**config.mk**
```make
export PLATFORM = sky130hd
export DESIGN_NAME = irq_ctrl_multi
export DESIGN_NICKNAME = d
export VERILOG_FILES = /design/src/rtl/irq_pkg.sv /design/src/rtl/irq_gateway.sv /design/src/rtl/irq_ctrl_multi.sv
export SDC_FILE = /design/constraint.sdc
export NUM_CORES = 1
export LEC_CHECK = 0
export BUFFER_PORTS_ARGS = -buffer_cell sky130_fd_sc_hd__buf_2
export CAP_MARGIN = 20
export CORE_ASPECT_RATIO = 1.2
export CORE_MARGIN = 2
export CORE_UTILIZATION = 24
export CTS_CLUSTER_SIZE = 40
export DETAILED_ROUTE_END_ITERATION = 8
export GPL_ROUTABILITY_DRIVEN = 0
export PLACE_DENSITY = 0.52
export SETUP_SLACK_MARGIN = 0.05
export SLEW_MARGIN = 20
export SYNTH_ARGS = -nofsm -noshare
export SYNTH_HDL_FRONTEND = slang
export SYNTH_SLANG_ARGS = --single-unit
```
**constraint.sdc**
```tcl
create_clock -name clk -period 12.8 [get_ports clk]
set_input_delay 0.64 -clock clk [delete_from_list [all_inputs] [get_ports clk]]
set_output_delay 0.64 -clock clk [all_outputs]
set_load 0.01 [all_outputs]
```
**src/rtl/irq_pkg.sv**
```systemverilog
// Shared constants and helpers for the multi-source interrupt controller.
package irq_pkg;

  localparam logic [31:0] CAUSE_TIMER_DEFAULT    = 32'h8000_0007;
  localparam logic [31:0] CAUSE_EXTERNAL_DEFAULT = 32'h8000_000B;
  localparam int unsigned ID_NONE                = 0;

  // Width of an id field covering 0 (none) plus ids 1..n.
  function automatic int unsigned id_w(input int unsigned n);
    return $clog2(n + 1);
  endfunction

endpackage

```
**src/rtl/irq_gateway.sv**
```systemverilog
// Per-source gateway: synchroniser, edge detect and the pend/in_service/deferred
// state that enforces one outstanding claim per source.
module irq_gateway
  import irq_pkg::*;
#(
  parameter int unsigned SYNC_STAGES = 2
) (
  input  logic clk,
  input  logic rst_n,
  input  logic src,
  input  logic en,
  input  logic edge_mode,
  input  logic claim,
  input  logic complete,
  output logic pend_o
);

  logic [SYNC_STAGES-1:0] sync_q;
  logic                   sync;
  logic                   sync_d;
  logic                   rise;
  logic                   pend;
  logic                   in_service;
  logic                   deferred;
  logic                   pend_n;
  logic                   in_service_n;
  logic                   deferred_n;

  assign sync   = sync_q[SYNC_STAGES-1];
  assign rise   = sync & ~sync_d;
  assign pend_o = pend;

  // Synchroniser chain plus the delayed copy used for edge detection.
  always_ff @(posedge clk or negedge rst_n) begin
    if (!rst_n) begin
      sync_q <= '0;
      sync_d <= 1'b0;
    end else begin
      sync_q[0] <= src;
      for (int unsigned s = 1; s < SYNC_STAGES; s++) begin
        sync_q[s] <= sync_q[s-1];
      end
      sync_d <= sync;
    end
  end

  // An edge landing while claimed (or on the claim edge) is parked in deferred.
  always_comb begin
    pend_n       = pend;
    in_service_n = in_service;
    deferred_n   = deferred;
    if (claim) begin
      in_service_n = 1'b1;
      pend_n       = 1'b0;
      if (edge_mode && rise) begin
        deferred_n = 1'b1;
      end
    end else if (in_service) begin
      pend_n = 1'b0;
      if (edge_mode && rise) begin
        deferred_n = 1'b1;
      end
      if (complete) begin
        in_service_n = 1'b0;
        if (deferred || (edge_mode && rise)) begin
          pend_n     = 1'b1;
          deferred_n = 1'b0;
        end
      end
    end else if (edge_mode) begin
      pend_n = pend | rise;
    end else begin
      pend_n = sync & en;
    end
  end

  always_ff @(posedge clk or negedge rst_n) begin
    if (!rst_n) begin
      pend       <= 1'b0;
      in_service <= 1'b0;
      deferred   <= 1'b0;
    end else begin
      pend       <= pend_n;
      in_service <= in_service_n;
      deferred   <= deferred_n;
    end
  end

endmodule

```
**src/rtl/irq_ctrl_multi.sv**
```systemverilog
// Multi-source interrupt controller: per-source gateways, threshold-gated
// priority arbiter, dedicated timer path and claim/complete handshake.
module irq_ctrl_multi
  import irq_pkg::*;
#(
  parameter int unsigned NUM_SRC        = 8,
  parameter int unsigned PRIO_W         = 3,
  parameter int unsigned SYNC_STAGES    = 2,
  parameter logic [31:0] CAUSE_TIMER    = CAUSE_TIMER_DEFAULT,
  parameter logic [31:0] CAUSE_EXTERNAL = CAUSE_EXTERNAL_DEFAULT,
  localparam int unsigned ID_W          = id_w(NUM_SRC)
) (
  input  logic                      clk,
  input  logic                      rst_n,
  input  logic [NUM_SRC-1:0]        src_i,
  input  logic [NUM_SRC-1:0]        en_i,
  input  logic [NUM_SRC-1:0]        edge_i,
  input  logic [NUM_SRC*PRIO_W-1:0] prio_i,
  input  logic [PRIO_W-1:0]         threshold_i,
  input  logic                      global_ie_i,
  input  logic                      timer_irq_i,
  input  logic                      en_timer_i,
  input  logic                      claim_i,
  input  logic                      complete_i,
  input  logic [ID_W-1:0]           complete_id_i,
  output logic                      take_irq_o,
  output logic [31:0]               cause_o,
  output logic [ID_W-1:0]           claim_id_o,
  output logic [NUM_SRC-1:0]        pend_o,
  output logic                      set_mtip_o,
  output logic                      set_meip_o
);

  logic [NUM_SRC-1:0] pend;
  logic [NUM_SRC-1:0] claim_vec;
  logic [NUM_SRC-1:0] complete_vec;
  logic               tmr;
  logic               ext_valid;
  logic [ID_W-1:0]    best_id;
  logic [PRIO_W-1:0]  best_prio;
  logic               claim_ext;

  assign tmr        = timer_irq_i & en_timer_i;
  assign claim_ext  = claim_i & ~tmr & ext_valid;
  assign set_mtip_o = timer_irq_i;
  assign pend_o     = pend;

  for (genvar g = 0; g < NUM_SRC; g++) begin : g_src
    // Out-of-range ids decode to no source, so bad completes fall through.
    assign claim_vec[g]    = claim_ext && (best_id == ID_W'(g + 1));
    assign complete_vec[g] = complete_i && (complete_id_i == ID_W'(g + 1));

    irq_gateway #(
      .SYNC_STAGES (SYNC_STAGES)
    ) u_gw (
      .clk       (clk),
      .rst_n     (rst_n),
      .src       (src_i[g]),
      .en        (en_i[g]),
      .edge_mode (edge_i[g]),
      .claim     (claim_vec[g]),
      .complete  (complete_vec[g]),
      .pend_o    (pend[g])
    );
  end

  // Highest priority wins; strict compare keeps ties on the lowest index.
  always_comb begin
    ext_valid = 1'b0;
    best_id   = ID_W'(ID_NONE);
    best_prio = '0;
    for (int unsigned i = 0; i < NUM_SRC; i++) begin
      if (pend[i] && en_i[i] && (prio_i[i*PRIO_W +: PRIO_W] > threshold_i) &&
          (!ext_valid || (prio_i[i*PRIO_W +: PRIO_W] > best_prio))) begin
        ext_valid = 1'b1;
        best_prio = prio_i[i*PRIO_W +: PRIO_W];
        best_id   = ID_W'(i + 1);
      end
    end
  end

  always_ff @(posedge clk or negedge rst_n) begin
    if (!rst_n) begin
      take_irq_o <= 1'b0;
      cause_o    <= 32'h0;
      set_meip_o <= 1'b0;
      claim_id_o <= '0;
    end else begin
      take_irq_o <= global_ie_i & (tmr | ext_valid);
      cause_o    <= tmr ? CAUSE_TIMER : (ext_valid ? CAUSE_EXTERNAL : 32'h0);
      set_meip_o <= ext_valid;
      if (claim_i) begin
        claim_id_o <= claim_ext ? best_id : ID_W'(ID_NONE);
      end
    end
  end

endmodule

```
* Yosys cells after proc, flatten, opt, wreduce, memory -nomap -nowiden
Index checks and enable logic that the tools add are counted.
Word-level totals: ROM bits 0, bits of input ports 62, bits in writable memories 0, output and inout port bits 47, latch bits 0, memories 0, logic and storage cells 320, flip-flop bits (word level) 86
Operators by class: equal/unequal tests 16, $lt $le $gt $ge 15, divide/modulo/power cells 0, reductions and logical operators 77, mux-type cells 130, add/subtract/negate cells 0, shifts and indexed selects 0, multipliers 0, bitwise logic cells 38
Operator list (count):
- $mux 1 | 113
- $mux 32 | 2
- $logic_and 1x1->1 | 47
- $gt 3x3->1 | 15
- $eq 4x3->1 const B | 8
- $mux 4 | 7
- $mux 3 | 7
- $and 1x1->1 | 20
- $eq 4x2->1 const B | 4
- $reduce_bool 2->1 | 8
- $logic_or 1x1->1 | 15
- $not 1->1 | 9
- $or 1x1->1 | 9
- $eq 4x1->1 const B | 2
- $eq 4x4->1 const B | 2
- $logic_not 1->1 | 7
- $mux 2 | 1

* Depth between registers and ports, before layout
word-level depth 34, depth in mapped cells 60, gate-level depth less buffers 59

* Cells and area by module
From an unflattened synthesis, not the netlist that was laid out.
Second synthesis, totals: cell total of the unflattened synthesis 428, area total of the unflattened synthesis 3980.1 sq um
Modules (own cells, without submodules):
- irq_ctrl_multi | area an instance 2198.4 sq um, cells an instance 284, times used 1, seq. area each 225.2 sq um
- irq_gateway | area an instance 222.7 sq um, cells an instance 18, times used 8, seq. area each 150.1 sq um

* Least setup slack after synthesis
Ideal clock, no wire load.
kind input to register, start point input threshold_i[1], end point register g_src[2].u_gw.pend, buffers on the path 1, data arrival time 10.795 ns, stages on the path 59, data required time 12.671 ns, library setup time 0.129 ns, setup slack 1.877 ns, cells stage by stage inv_1 -> ha_1 -> nor2b_4 -> o311ai_4 -> nor2_1 -> nand2_1 -> ha_1 -> a211o_1 -> a211oi_1 -> o211ai_1 -> and2_1 -> ha_1 -> nor2b_1 -> o21a_1 -> o21ai_1 -> a211oi_1 -> a31oi_1 -> inv_1 -> [23 not listed] -> o21a_1 -> o21ai_0 -> o31ai_1 -> nand2_1 -> clkbuf_1 -> nor2_1 -> a21o_1 -> ha_1 -> nor2b_1 -> o21ai_0 -> a32oi_1 -> a21oi_1 -> o41ai_1 -> or4b_1 -> a21o_1 -> o21a_1 -> inv_1 -> a211oi_1
On the way: cells in the longest elaborated chain, start to end 34, elaborated cells on any way between the ends 71, those cells by class order compare: 15; eq/ne: 1; mux: 24; bitwise: 1; reduce/logical: 30
Ends and longest elaborated chain:
- from (decl) | line irq_ctrl_multi.sv:19 | input logic [PRIO_W-1:0] threshold_i,
- $gt 3x3->1 | line irq_ctrl_multi.sv:73 | if (pend[i] && en_i[i] && (prio_i[i*PRIO_W +: PRIO_W] > threshold_i) &&
- $logic_and 1x1->1 | line irq_ctrl_multi.sv:73
- $mux 3 or $mux 1 (tied branches) | line irq_ctrl_multi.sv:73
- $gt 3x3->1 or $logic_not 1->1 (tied branches) | line irq_ctrl_multi.sv:74 | (!ext_valid || (prio_i[i*PRIO_W +: PRIO_W] > best_prio))) begin
- $logic_or 1x1->1 | line irq_ctrl_multi.sv:74
- $logic_and 1x1->1 | line irq_ctrl_multi.sv:73
- $mux 3 or $mux 1 (tied branches) | line irq_ctrl_multi.sv:73
- $gt 3x3->1 or $logic_not 1->1 (tied branches) | line irq_ctrl_multi.sv:74
- [19 not listed]
- $gt 3x3->1 or $logic_not 1->1 (tied branches) | line irq_ctrl_multi.sv:74
- $logic_or 1x1->1 | line irq_ctrl_multi.sv:74
- $logic_and 1x1->1 | line irq_ctrl_multi.sv:73
- $mux 4 or $mux 1 (tied branches) | line irq_ctrl_multi.sv:73
- $eq 4x2->1 or $and 1x1->1 (tied branches) | line irq_ctrl_multi.sv:50, irq_ctrl_multi.sv:44
- $logic_and 1x1->1 * | line irq_ctrl_multi.sv:50 | assign claim_vec[g] = claim_ext && (best_id == ID_W'(g + 1));
- $mux 1 * | line irq_gateway.sv:52 | if (claim) begin
- named net g_src[2].u_gw.pend_n | line irq_gateway.sv:25 | logic pend_n;
- to (signal assigned) | line irq_gateway.sv:83 | pend <= pend_n;
- to (decl) | line irq_gateway.sv:22 | logic pend;
The timed path passes the listed nets; every way through them passes the cells marked *. A chain may end at the register's enable or synchronous reset.

* Worst setup path in the final report
Ends and elaborated chain as after synthesis.

==> impl_metrics.csv <==
group,metric,value,unit
finish,fin_nets,623,
route,vias_per_cell,4.52,
synthesis,ys_ff_latch,57,
global_routing,grt_overflow_total,0,
flow_run,drv_cap,0,
clock_tree,clockRootBuffer,"clkbuf_16",
sta,relSlewSlack,0.512,
finish,syn_to_final_growth,19.2,%
synthesis,synth.avg_cell_area,9.43,sq um
floorplanning,die_y,147,um
worst_setup_path,path_max_fanout,12,
route,dr_total_vias,3334,
floorplanning,dieArea,18200,sq um
floorplanning,rows,52,
synthesis,synth_xor_area_frac,0,
worst_setup_path,critPathLaunchType,"primary input",
synthesis,synth_simple_gate_area_frac,0.164,
synthesis,yosys_warnings,0,
sta,fmax,84.2,MHz
sta,setup_ws,0.926,ns
sta,setup_tns,0,ns
worst_setup_path,crit_top_cell,"ha_1",
place,dpl.hpwl,9100,um
synthesis,synth-compound-area-share,0.219,
finish,final_common_cell,"buf_2",
route,drtAntennaViolNets,0,
global_routing,grt_pass1_vias,3416,
clock_tree,cts_made_buffers,9,
worst_setup_path,critPathSlowestCell,"or4b_1",
sta,skew,0.00505,ns
place,port_buffers,81,
place,pre_cts_ws,0.0869,ns
sta,fin_crit,11.87,ns
clock_tree,hold_buffers,0,
finish,fillers,1821,
clock_tree,insertion_delay,0.32,ns
clock_tree,cts.sinks,57,
power,peakVddDrop,0.0561,mV
worst_hold_path,hold_class,"register to register",
finish,finish.utilization,0.292,
synthesis,synth.distinct_cells,59,
synthesis,async_flop_share,1.00,
route,drt_iter0_drc,169,
clock_tree,htreeDepth,3,
global_routing,grt_pass1_wl,16900,um
floorplanning,core_region_area,16800,sq um
sta,worst_slew_pin_slew,0.732,ns
global_routing,antenna_found_initial,0,
synthesis,synthFlopType,"dfrtp_1",
route,wire_per_inst,14.8,um
synthesis,synth_fa_ha_area_frac,0.137,
synthesis,syn_inst,435,
worst_setup_path,cp_data_required_time,12.99,ns
synthesis,yosysSeqAreaShare,0.348,
worst_setup_path,cp_data_arrival_time,12.07,ns
sta,final-setup-viol-count,0,
finish,final_cell_mix,"81 x buf_2, 57 x dfrtp_1, 45 x ha_1",
synthesis,synth_top_family_by_area,"compound AO/OA/AOI/OAI gates",
sta,period_share,0.928,
clock_tree,cts_tree,"built",
sta,slew_viol_final,0,
power,power,0.754,mW
floorplanning,die_w,123,um
global_routing,grt_max_degree,58,
worst_setup_path,crit_type,"primary input to register",
route,wirelength,10900,um
global_routing,grt_usage,0.121,
finish,drive_gt1_frac,0.233,
floorplanning,io_pins,109,
sta,rsz0062_at_grt,"false",
power,p_leak,2.39,nW
sta,hold_violations,0,
synthesis,synthMuxAreaShare,0.0244,
route,drc_errors,0,
route,first_pass_iters,4,
floorplanning,initial_core_util,0.244,
power,power.density,154,nW/um^2
synthesis,synth_edf_count,0,
worst_setup_path,critPathMaxStageDelay,0.53,ns
worst_setup_path,endpoint_kind,"register",
outcome,outcome,"finished, final reports clean",
clock_tree,clock_path_buffers,2,
clock_tree,clkTransAtPathRegs,0.05,ns
synthesis,syn_area,4100,sq um
[timing repair]
action,4_1_cts,5_1_grt
setup buffers,0,2
resized for setup,0,4
setup endpoints to repair,0,22
[critical path: cells and delay by family]
family	cells	cell delay (ns)
AO/OA/AOI/OAI	29	5.56
adder cells (fa/ha/maj)	8	2.30
buffers and inverters	5	0.57
multiplexers	2	0.57
AND/OR/NAND/NOR	15	2.42
[final timing paths]
kind,slack (ns),startpoint,to,cells after the start
worst min register to register,0.34,g_src[5].u_gw.sync_q[0],g_src[5].u_gw.sync_q[1],0
worst max register to register,1.65,g_src[0].u_gw.pend_o,g_src[2].u_gw.pend_o,55
worst min-delay path,0.34,g_src[5].u_gw.sync_q[0],g_src[5].u_gw.sync_q[1],0
worst max-delay path,0.93,threshold_i[1],g_src[2].u_gw.pend_o,59
min in group asynchronous,0.47,rst_n,g_src[2].u_gw.sync_q[1],2
max in group asynchronous,11.85,rst_n,g_src[6].u_gw.sync_d,2
[final cells by class]
cell class / count / area, sq um / share of cell area
Timing Repair Buffer: 84 / 428 / 0.0874
Antenna cell: 1 / 2.50 / 0.000511
Tap cell: 216 / 270 / 0.0552
Clock inverter: 4 / 45.0 / 0.00920
Clock buffer: 11 / 233 / 0.0476
Sequential cell: 57 / 1430 / 0.291
Multi-Input combinational cell: 327 / 2350 / 0.480
Inverter: 37 / 139 / 0.0284
[synthesized netlist by cell type (3+ instances only)]
master,instances,share of area
nor2_1,25,0.023
mux2i_1,4,0.0098
nor2b_1,23,0.035
o31ai_1,3,0.0055
nand3_1,15,0.018
and2_1,5,0.0076
dfrtp_1,57,0.35
o21a_1,11,0.020
buf_4,38,0.070
nand2_1,17,0.016
o22ai_1,4,0.0061
ha_1,45,0.14
o211ai_1,5,0.0091
o21ai_1,4,0.0049
a31oi_1,6,0.0091
a211oi_1,13,0.024
nor3_1,8,0.0098
o21ai_0,24,0.029
mux2_4,4,0.015
inv_1,37,0.034
nand2b_1,4,0.0061
a32oi_1,3,0.0064
o32ai_1,3,0.0064
nand3b_1,3,0.0055
a21oi_1,28,0.034
a21o_1,6,0.011
[routing by layer]
layer / part of all wire / GRT usage
met4: 0.017 / 0.0352
met5: 0 / 0
met1: 0.43 / 0.141
met2: 0.50 / 0.209
met3: 0.052 / 0.0365
[registers in the layout (all words and copies together) (netlist names)]
register / flops
g_src.u_gw.in_service: 8
g_src.u_gw.sync_d: 8
set_meip_o: 1
g_src.u_gw.sync_q: 16
claim_id_o: 4
g_src.u_gw.deferred: 8
take_irq_o: 1
cause_o: 3
g_src.u_gw.pend_o: 8
[through the flow]
| stage | cell area [sq um] | hold slack [ns] | cells |
|---|---|---|---|
| 2_1_floorplan | 4200 | 0.331 | 461 |
| 3_3_place_gp | 4580 | 0.334 | 719 |
| 3_5_place_dp | 4580 | 0.336 | 719 |
| 4_1_cts | 4860 | 0.347 | 734 |
| 5_1_grt | 4890 | 0.351 | 736 |
| 6_report | 4890 | 0.345 | 737 |
[cell families after synthesis]
family / after synthesis
flip-flops: 57
adder cells (fa/ha/maj): 45
buffers and inverters: 77
AND/OR/NAND/NOR: 119
multiplexers: 8
AO/OA/AOI/OAI: 128
other: 1
[where the power goes]
group	leakage [nW]	switching, mW	internal (mW)
sequential	0.699	0.0346	0.224
clock	0.139	0.0744	0.148
combinational	1.55	0.154	0.119
Note: power is estimated with default switching activity, not from simulation.
